[src/rtl/i2s_audio_out_if.sv]
// PCM sample handshake between the guest core (producer) and the I2S transmitter.
// sample_valid strobes a new left/right pair; sample_req pulses when a frame consumes the held pair.
interface i2s_audio_out_if;
  logic [15:0] left_in;
  logic [15:0] right_in;
  logic        sample_valid;
  logic        sample_req;
  logic        overrun;

  modport master (
    output left_in, right_in, sample_valid,
    input  sample_req, overrun
  );

  modport slave (
    input  left_in, right_in, sample_valid,
    output sample_req, overrun
  );
endinterface

[src/rtl/i2s_audio_out.sv]
// Stereo 16-bit Philips I2S transmitter, 32 BCLK slots per channel, with MCLK/BCLK/LRCLK
// derived from the system clock and a hold-register handshake toward the PCM producer.
module i2s_audio_out #(
  parameter int BCLK_HALF = 8,
  parameter int MCLK_HALF = 2,
  parameter int SIGNED_IN = 1
) (
  input  logic           clk,
  input  logic           reset_n,
  i2s_audio_out_if.slave pcm,
  output logic           i2s_mclk,
  output logic           i2s_bclk,
  output logic           i2s_lrclk,
  output logic           i2s_sdata
);

  localparam int PW = (BCLK_HALF > 1) ? $clog2(BCLK_HALF) : 1;
  localparam int MW = (MCLK_HALF > 1) ? $clog2(MCLK_HALF) : 1;
  localparam logic [PW-1:0] P_LAST = PW'(BCLK_HALF - 1);
  localparam logic [MW-1:0] M_LAST = MW'(MCLK_HALF - 1);

  logic [MW-1:0] r_mclk_cnt;
  logic          r_mclk;
  logic [PW-1:0] r_phase;
  logic          r_bclk;
  logic [5:0]    r_slot;
  logic          r_lrclk;
  logic          r_sdata;
  logic          r_sample_req;
  logic          r_overrun;
  logic          r_pending;
  logic [15:0]   r_hold_l;
  logic [15:0]   r_hold_r;
  logic [15:0]   r_frame_l;
  logic [15:0]   r_frame_r;

  logic          w_fall;
  logic [5:0]    w_slot_nxt;
  logic          w_load;
  logic          w_lr_nxt;
  logic          w_sd_nxt;
  logic [3:0]    w_bit_idx;
  logic [15:0]   w_left_cv;
  logic [15:0]   w_right_cv;

  // Offset-binary inputs become two's complement by flipping the MSB at capture.
  always_comb begin
    w_left_cv  = pcm.left_in;
    w_right_cv = pcm.right_in;
    if (SIGNED_IN == 0) begin
      w_left_cv[15]  = ~pcm.left_in[15];
      w_right_cv[15] = ~pcm.right_in[15];
    end
  end

  // Everything serial happens on the BCLK 1->0 toggle; slot is the one being entered.
  always_comb begin
    w_fall     = (r_phase == P_LAST) && r_bclk;
    w_slot_nxt = r_slot + 6'd1;
    w_load     = w_fall && (w_slot_nxt == 6'd63);
    w_lr_nxt   = (w_slot_nxt >= 6'd31) && (w_slot_nxt <= 6'd62);
    // Slots 0..15 and 32..47 both map to bit 15-(slot mod 16).
    w_bit_idx  = ~w_slot_nxt[3:0];
    w_sd_nxt   = 1'b0;
    case (w_slot_nxt[5:4])
      2'b00:   w_sd_nxt = r_frame_l[w_bit_idx];
      2'b10:   w_sd_nxt = r_frame_r[w_bit_idx];
      default: w_sd_nxt = 1'b0;
    endcase
  end

  always_ff @(posedge clk) begin
    if (!reset_n) begin
      r_mclk_cnt   <= '0;
      r_mclk       <= 1'b0;
      r_phase      <= '0;
      r_bclk       <= 1'b0;
      r_slot       <= 6'd62;
      r_lrclk      <= 1'b1;
      r_sdata      <= 1'b0;
      r_sample_req <= 1'b0;
      r_overrun    <= 1'b0;
      r_pending    <= 1'b0;
      r_hold_l     <= '0;
      r_hold_r     <= '0;
      r_frame_l    <= '0;
      r_frame_r    <= '0;
    end else begin
      if (r_mclk_cnt == M_LAST) begin
        r_mclk_cnt <= '0;
        r_mclk     <= ~r_mclk;
      end else begin
        r_mclk_cnt <= r_mclk_cnt + 1'b1;
      end

      if (r_phase == P_LAST) begin
        r_phase <= '0;
        r_bclk  <= ~r_bclk;
      end else begin
        r_phase <= r_phase + 1'b1;
      end

      if (w_fall) begin
        r_slot  <= w_slot_nxt;
        r_lrclk <= w_lr_nxt;
        r_sdata <= w_sd_nxt;
      end

      r_sample_req <= w_load;

      // Load sees the pre-capture hold value, so a coincident capture waits for the next frame.
      if (w_load) begin
        r_frame_l <= r_hold_l;
        r_frame_r <= r_hold_r;
      end

      if (pcm.sample_valid) begin
        r_hold_l <= w_left_cv;
        r_hold_r <= w_right_cv;
      end

      if (w_load)
        r_pending <= pcm.sample_valid;
      else if (pcm.sample_valid)
        r_pending <= 1'b1;

      if (pcm.sample_valid && r_pending && !w_load)
        r_overrun <= 1'b1;
    end
  end

  assign i2s_mclk       = r_mclk;
  assign i2s_bclk       = r_bclk;
  assign i2s_lrclk      = r_lrclk;
  assign i2s_sdata      = r_sdata;
  assign pcm.sample_req = r_sample_req;
  assign pcm.overrun    = r_overrun;

endmodule

[src/flat_wrapper.sv]
// flat-port wrapper written by rule: the top's interface ports become plain ports
module i2s_audio_out_flat 
#(
  parameter int BCLK_HALF = 8,
  parameter int MCLK_HALF = 2,
  parameter int SIGNED_IN = 1
)
  (clk, reset_n, i2s_mclk, i2s_bclk, i2s_lrclk, i2s_sdata, pcm_left_in, pcm_right_in, pcm_sample_valid, pcm_sample_req, pcm_overrun);
  i2s_audio_out_if pcm_i ();
  input  logic clk;
  input  logic reset_n;
  output logic i2s_mclk;
  output logic i2s_bclk;
  output logic i2s_lrclk;
  output logic i2s_sdata;
  input wire logic [$bits(pcm_i.left_in)-1:0] pcm_left_in;
  input wire logic [$bits(pcm_i.right_in)-1:0] pcm_right_in;
  input wire logic [$bits(pcm_i.sample_valid)-1:0] pcm_sample_valid;
  output wire logic [$bits(pcm_i.sample_req)-1:0] pcm_sample_req;
  output wire logic [$bits(pcm_i.overrun)-1:0] pcm_overrun;
  assign pcm_i.left_in = pcm_left_in;
  assign pcm_i.right_in = pcm_right_in;
  assign pcm_i.sample_valid = pcm_sample_valid;
  assign pcm_sample_req = pcm_i.sample_req;
  assign pcm_overrun = pcm_i.overrun;
  i2s_audio_out #(.BCLK_HALF(BCLK_HALF), .MCLK_HALF(MCLK_HALF), .SIGNED_IN(SIGNED_IN)) u_core (.clk(clk), .reset_n(reset_n), .pcm(pcm_i), .i2s_mclk(i2s_mclk), .i2s_bclk(i2s_bclk), .i2s_lrclk(i2s_lrclk), .i2s_sdata(i2s_sdata));
endmodule
[config.mk]
export PLATFORM = sky130hd
export DESIGN_NAME = i2s_audio_out_flat
export DESIGN_NICKNAME = d
export VERILOG_FILES = /design/src/rtl/i2s_audio_out_if.sv /design/src/rtl/i2s_audio_out.sv /design/src/flat_wrapper.sv
export SDC_FILE = /design/constraint.sdc
export NUM_CORES = 1
export LEC_CHECK = 0
export ABC_AREA = 0
export BUFFER_PORTS_ARGS = -buffer_cell sky130_fd_sc_hd__buf_2
export CAP_MARGIN = 30
export CORE_MARGIN = 2
export CORE_UTILIZATION = 53
export DETAILED_ROUTE_END_ITERATION = 8
export PLACE_DENSITY = 0.77
export SLEW_MARGIN = 20
export SYNTH_ARGS = -nofsm -noshare
export SYNTH_HDL_FRONTEND = slang
export SYNTH_SLANG_ARGS = --single-unit
[constraint.sdc]
create_clock -name clk -period 2.6 [get_ports clk]
set_clock_uncertainty 0.1 [all_clocks]
set_input_delay 0.65 -clock clk [delete_from_list [all_inputs] [get_ports clk]]
set_output_delay 0.65 -clock clk [all_outputs]
set_load 0.01 [all_outputs]
Word-level counts from Yosys, hierarchy flattened
Index checks and enable logic that the tools add are counted.

Register bits after elaboration: 81. Output and inout bits: 6. Input port bits: 35. Logic and storage cells: 44.

Bitwise operators: 4. Order comparisons: 3. Reduce and logical (&&, ||, !) cells: 10. Multiplexer cells: 7. Equal/unequal tests: 3. $add $sub $neg: 3.

Operators by type and width (number): $bmux 1 s4 (2); $add 6x1->6 const B (1); $eq 6x6->1 const B (1); $ge 6x5->1 const B (1); $le 6x6->1 const B (1); $logic_and 1x1->1 (5); $lt 4x5->1 const B (1); $mux 1 (4); $not 4->4 (1); $reduce_or 2->1 (2); $add 3x1->3 const B (1); $eq 3x3->1 const B (1); $not 1->1 (3); $eq 2x2->1 const B (1); $logic_not 2->1 (1); $pmux 1 s2 (1); $reduce_bool 2->1 (1); $add 1x1->1 const B (1); $logic_not 1->1 (1).

Depth between registers and ports, before layout
Word-level depth: 5. Depth in mapped cells: 11.

Least setup slack after synthesis
OpenSTA, ideal clock, no wires.

Kind: register -> register. Start: register u_core.r_slot[0]. End: register u_core.r_sdata (netlist: u_core.i2s_sdata). Slack: -259 ps. Data arrival time: 2628 ps. Data required time: 2369 ps. Clock period less this slack: 2859 ps. Library setup time: 131 ps. Cell stages (with the launch flop): 11. Path through: dfxtp_1 -> buf_6 -> buf_4 -> inv_1 -> ha_1 -> buf_6 -> mux4_2 -> mux4_2 -> and3_1 -> nor4_1 -> o41ai_1.

Cells in the longest elaborated chain, start to end: 5.

RTL lines: start: declaration (line i2s_audio_out.sv:26) `logic [5:0] r_slot;`; start signal: assignment (line i2s_audio_out.sv:104) `r_slot <= w_slot_nxt;`; $add 6x1->6 * (line i2s_audio_out.sv:59) `w_slot_nxt = r_slot + 6'd1;`; via u_core.w_slot_nxt[0] (line i2s_audio_out.sv:38) `logic [5:0] w_slot_nxt;`; $not 4->4 * (line i2s_audio_out.sv:63) `w_bit_idx = ~w_slot_nxt[3:0];`; $bmux 1 s4 (on tied branches) (line i2s_audio_out.sv:67, i2s_audio_out.sv:66); $mux 1 (on tied branches) (line i2s_audio_out.sv:67, i2s_audio_out.sv:66); $pmux 1 s2 * (line i2s_audio_out.sv:65) `case (w_slot_nxt[5:4])`; end signal: assignment (line i2s_audio_out.sv:106) `r_sdata <= w_sd_nxt;`; end: declaration (line i2s_audio_out.sv:28) `logic r_sdata;`.

The timed path passes the listed nets; every way through them passes the cells marked *. The select of a mux whose other input is x is not followed. A chain may end at the register's enable or synchronous reset.

Final worst setup path
Ends and elaborated chain as after synthesis.

==> metrics <==
slew at the pin with the worst max-slew slack a little under 600 ps; Slowest Stage Delay on Critical Path 540 ps; Data arrival, critical path around 2600 ps; vias in the first global route ~2700; final core utilization between 60% and 70%; GR Util All Layers about a fifth; count of port buffers added during placement 40; DR vias/cell between 5 and 6; hold-fix buffer count after cts 0; GR met2 Demand/Resource 32.60%; maximum buffer depth of the clock tree 2; horizontal die dimension a little under 90 µm; count of yosys warnings during synthesis 0; number of antenna violations at the first check in global routing 0; met1 track demand over resource between 20% and 30%; Post-CTS Setup Bufs 0; Vert. Die Dim around 88 µm; count of final hold-check violations 0; HPWL after detailed placement ~5200 µm; Final Wtd Congestion ~0.94; largest driver fanout on the critical path 8; share of the clock period used by the worst path ~95%; fmax 403.8 MHz; Yosys reg bits 81; # Max-Cap Violations 0; Data required, critical path between 2000 and 3000 ps; DRC violation count after routing 0; routed len/inst between 10 and 15 µm; number of sinks driven by the clock tree 81; VDD IR-drop max ~0.43 mV; combined buffer and inverter count along the critical path 1; Pre-antenna DRT Iters 4; post-synthesis share of cell area spent on full adders, half adders and majority gates roughly 1.7%; unrepaired setup endpoints after global routing no; Clock Tree Root clkbuf_8; per-instance average area after synthesis between 9 and 10 µm²; TritonCTS clock tree built; Num CTS Buffers 9; top-level I/O count a little over 40; Placeable Area approximately 6800 µm²; total negative slack for setup checks 0 ps; Setup crit end kind flop; CP Class reg -> reg; area of the die 7821 µm²; cell with the biggest individual delay on the critical path mux4_2; Post-synth ARST share 0%; static power due to leakage between 1.5 and 2 nW; most used flip-flop cell after synthesis dfxtp_1; portion of the post-synthesis area used by sequential elements around 43%; global routing's busiest layer met2; area fraction in compound gates after synthesis approximately 15%; clock transition at the registers of the reported paths around 80 ps; Simple-Gate Fraction of Synth Area about 16%; worst-case headroom to the max-slew limit 60.01%; number of enable flip-flop cells after synthesis 0; antenna violation net count after detailed routing 0; power density over the cells 556.0 nW/µm²; share of post-route cells with drive strength above 1 20.67%; cell occurring most often along the worst timing path mux4_2; result of the run finished, final reports clean; pin count of the biggest net entering global routing 35; GR met3 Demand/Resource between 5 and 6%; Antenna Diode Count 0; syn nets approximately 420; initial core utilization between 50 and 60%; number of instances in the synthesized netlist about 380; largest family of logic cells by synthesized area multiplexers; vias ~2900; drt total wl ~7600 µm; GRT overflow 0; family of cells with the greatest summed delay on the critical path multiplexers; # H-tree levels 3; area share of xor/xnor cells in the synthesized design approximately 1.4%; clock period minus final worst setup slack around 2500 ps; cell-by-cell trace of the critical path inv_4, ha_4, mux4_2, mux4_2, and3_1, nor4_1, o41ai_1; Iteration-0 DRC Markers about 130; first-pass GRT wire length 12850 µm; nature of the critical path startpoint flop; count of final max-slew check failures 0; mux contribution to synthesized area between 10% and 20%; worst-skew pair later-pin latency 350 ps; area grow syn2layout 13.91%; placement row count 30; synth unique cells 41; final count of negative-setup-slack endpoints 0; synthesized cell area 3779 µm²; fin nets approximately 450; class of the worst hold path reg -> reg
## sequential cells by signal, indices dropped and copies added (netlist names)
register and count:
u_core.r_frame_l 16, u_core.r_frame_r 16, u_core.r_hold_l 16, u_core.r_hold_r 16
u_core.r_slot 6, u_core.r_phase 3, u_core.i2s_bclk 1, u_core.i2s_lrclk 1
u_core.i2s_mclk 1, u_core.i2s_sdata 1, u_core.pcm.overrun 1, u_core.pcm.sample_req 1
u_core.r_mclk_cnt 1, u_core.r_pending 1
## cell families (layout without fill, tap and decap cells)
| group | Yosys count | after routing |
|---|---|---|
| xor+xnor | 6 | 6 |
| flops | 81 | 81 |
| mux | 51 | 51 |
| simple gates | 110 | 110 |
| compound gates | 89 | 89 |
| buf+inv | 41 | 74 |
| fa+ha+maj | 5 | 5 |
## power breakdown
| part | leakage, nW | internal [W] | switching, W |
|---|---|---|---|
| sequential | 0.661 | 0.00128 | 0.0000198 |
| combinational | 0.917 | 0.0000771 | 0.0000581 |
| clock | 0.104 | 0.000482 | 0.000478 |
| total | 1.68 | 0.00184 | 0.000556 |
## placed cells by master, fill, tap and decap left out, types with 2 or more instances in the layout
cell / netlist / final
a21oi_1: 3 / 3
dfxtp_1: 81 / 80
and2_1: 5 / 5
buf_4: 2 / 12
clkbuf_8: 0 / 10
or3_1: 2 / 2
o211ai_1: 3 / 3
mux4_2: 10 / 10
inv_6: 0 / 3
nand2_1: 12 / 12
nor3b_1: 3 / 3
xnor2_1: 2 / 2
o21ai_0: 36 / 35
inv_1: 3 / 2
ha_1: 5 / 3
buf_12: 0 / 3
and3_1: 3 / 3
o21a_1: 3 / 3
and3b_1: 3 / 3
a21boi_0: 32 / 32
nand4_1: 2 / 2
nor2_1: 4 / 4
buf_2: 7 / 40
mux2i_1: 40 / 40
xor2_1: 4 / 4
nand3_1: 38 / 38
a21boi_1: 3 / 3
o211a_1: 3 / 3
nor2b_1: 33 / 33
## metal layers
metal	up-vias	routed length, µm
li1	1429	-
met1	1346	3631
met2	74	3453
met3	11	379
met4	0	159
met5	-	0
## cell type report
cell class,instances,area [µm²]
clock inverters,6,72.57
fillers,582,2527
well taps,96,120.1
repair buffers,55,350.3
clock buffers,10,137.6
flip-flops and latches,81,1623
multi-input cells,261,1987
inverters,3,13.76
## through the flow
step / setup slack, ps / power, W / cells / instance area, µm² / hold WS (ps)
finish: 123.6 / 0.002393 / 512 / 4304 / 347.4
global route: 16.06 / 0.002489 / 512 / 4304 / 354.7
CTS: 129.1 / 0.002419 / 512 / 4302 / 345.4
detailed placement: 138.3 / 0.001463 / 496 / 4091 / 333.5
global placement: 212.4 / 0.001457 / 496 / 4091 / 311.0
floorplan: 3.835 / 0.001411 / 383 / 3799 / 303.3
## path summary, 6_finish.rpt
kind                        to  slack (ps)  cells past startpoint               from
min          u_core.r_mclk_cnt         350                      1  u_core.r_mclk_cnt
min reg2reg  u_core.r_mclk_cnt         350                      1  u_core.r_mclk_cnt
max           u_core.i2s_sdata         120                      7   u_core.r_slot[0]
max reg2reg   u_core.i2s_sdata         120                      7   u_core.r_slot[0]
## cell usage after synthesis (2+ instances only)
library cell,n,area (µm²)
a21boi_0,32,240.2
a21boi_1,3,22.52
a21oi_1,3,15.01
and2_1,5,31.28
and3_1,3,18.77
and3b_1,3,26.28
buf_2,7,35.03
buf_4,2,15.01
buf_6,2,22.52
clkbuf_1,26,97.59
dfxtp_1,81,1622
ha_1,5,62.56
inv_1,3,11.26
mux2i_1,40,400.4
mux4_2,10,225.2
nand2_1,12,45.04
nand3_1,38,190.2
nand4_1,2,12.51
nor2_1,4,15.01
nor2b_1,33,206.5
nor3b_1,3,22.52
o211a_1,3,30.03
o211ai_1,3,22.52
o21a_1,3,22.52
o21ai_0,36,180.2
or3_1,2,12.51
xnor2_1,2,17.52
xor2_1,4,35.03
## worst register-to-register path: cells and delay by family (launching register included)
family / cells / cell delay, ps
multiplexers: 2 / 1000
adder cells (fa/ha/maj): 1 / 330
AND/OR/NAND/NOR: 2 / 410
AO/OA/AOI/OAI: 1 / 100
buffers and inverters: 1 / 50
flip-flops: 1 / 360
## timing repair
| action | CTS | global route |
|---|---|---|
| gates resized for setup | 0 | 1 |
| endpoints found under the hold margin | 0 | 0 |
| endpoints found under the setup margin | 0 | 32 |
(Power assumes the default switching activity.)
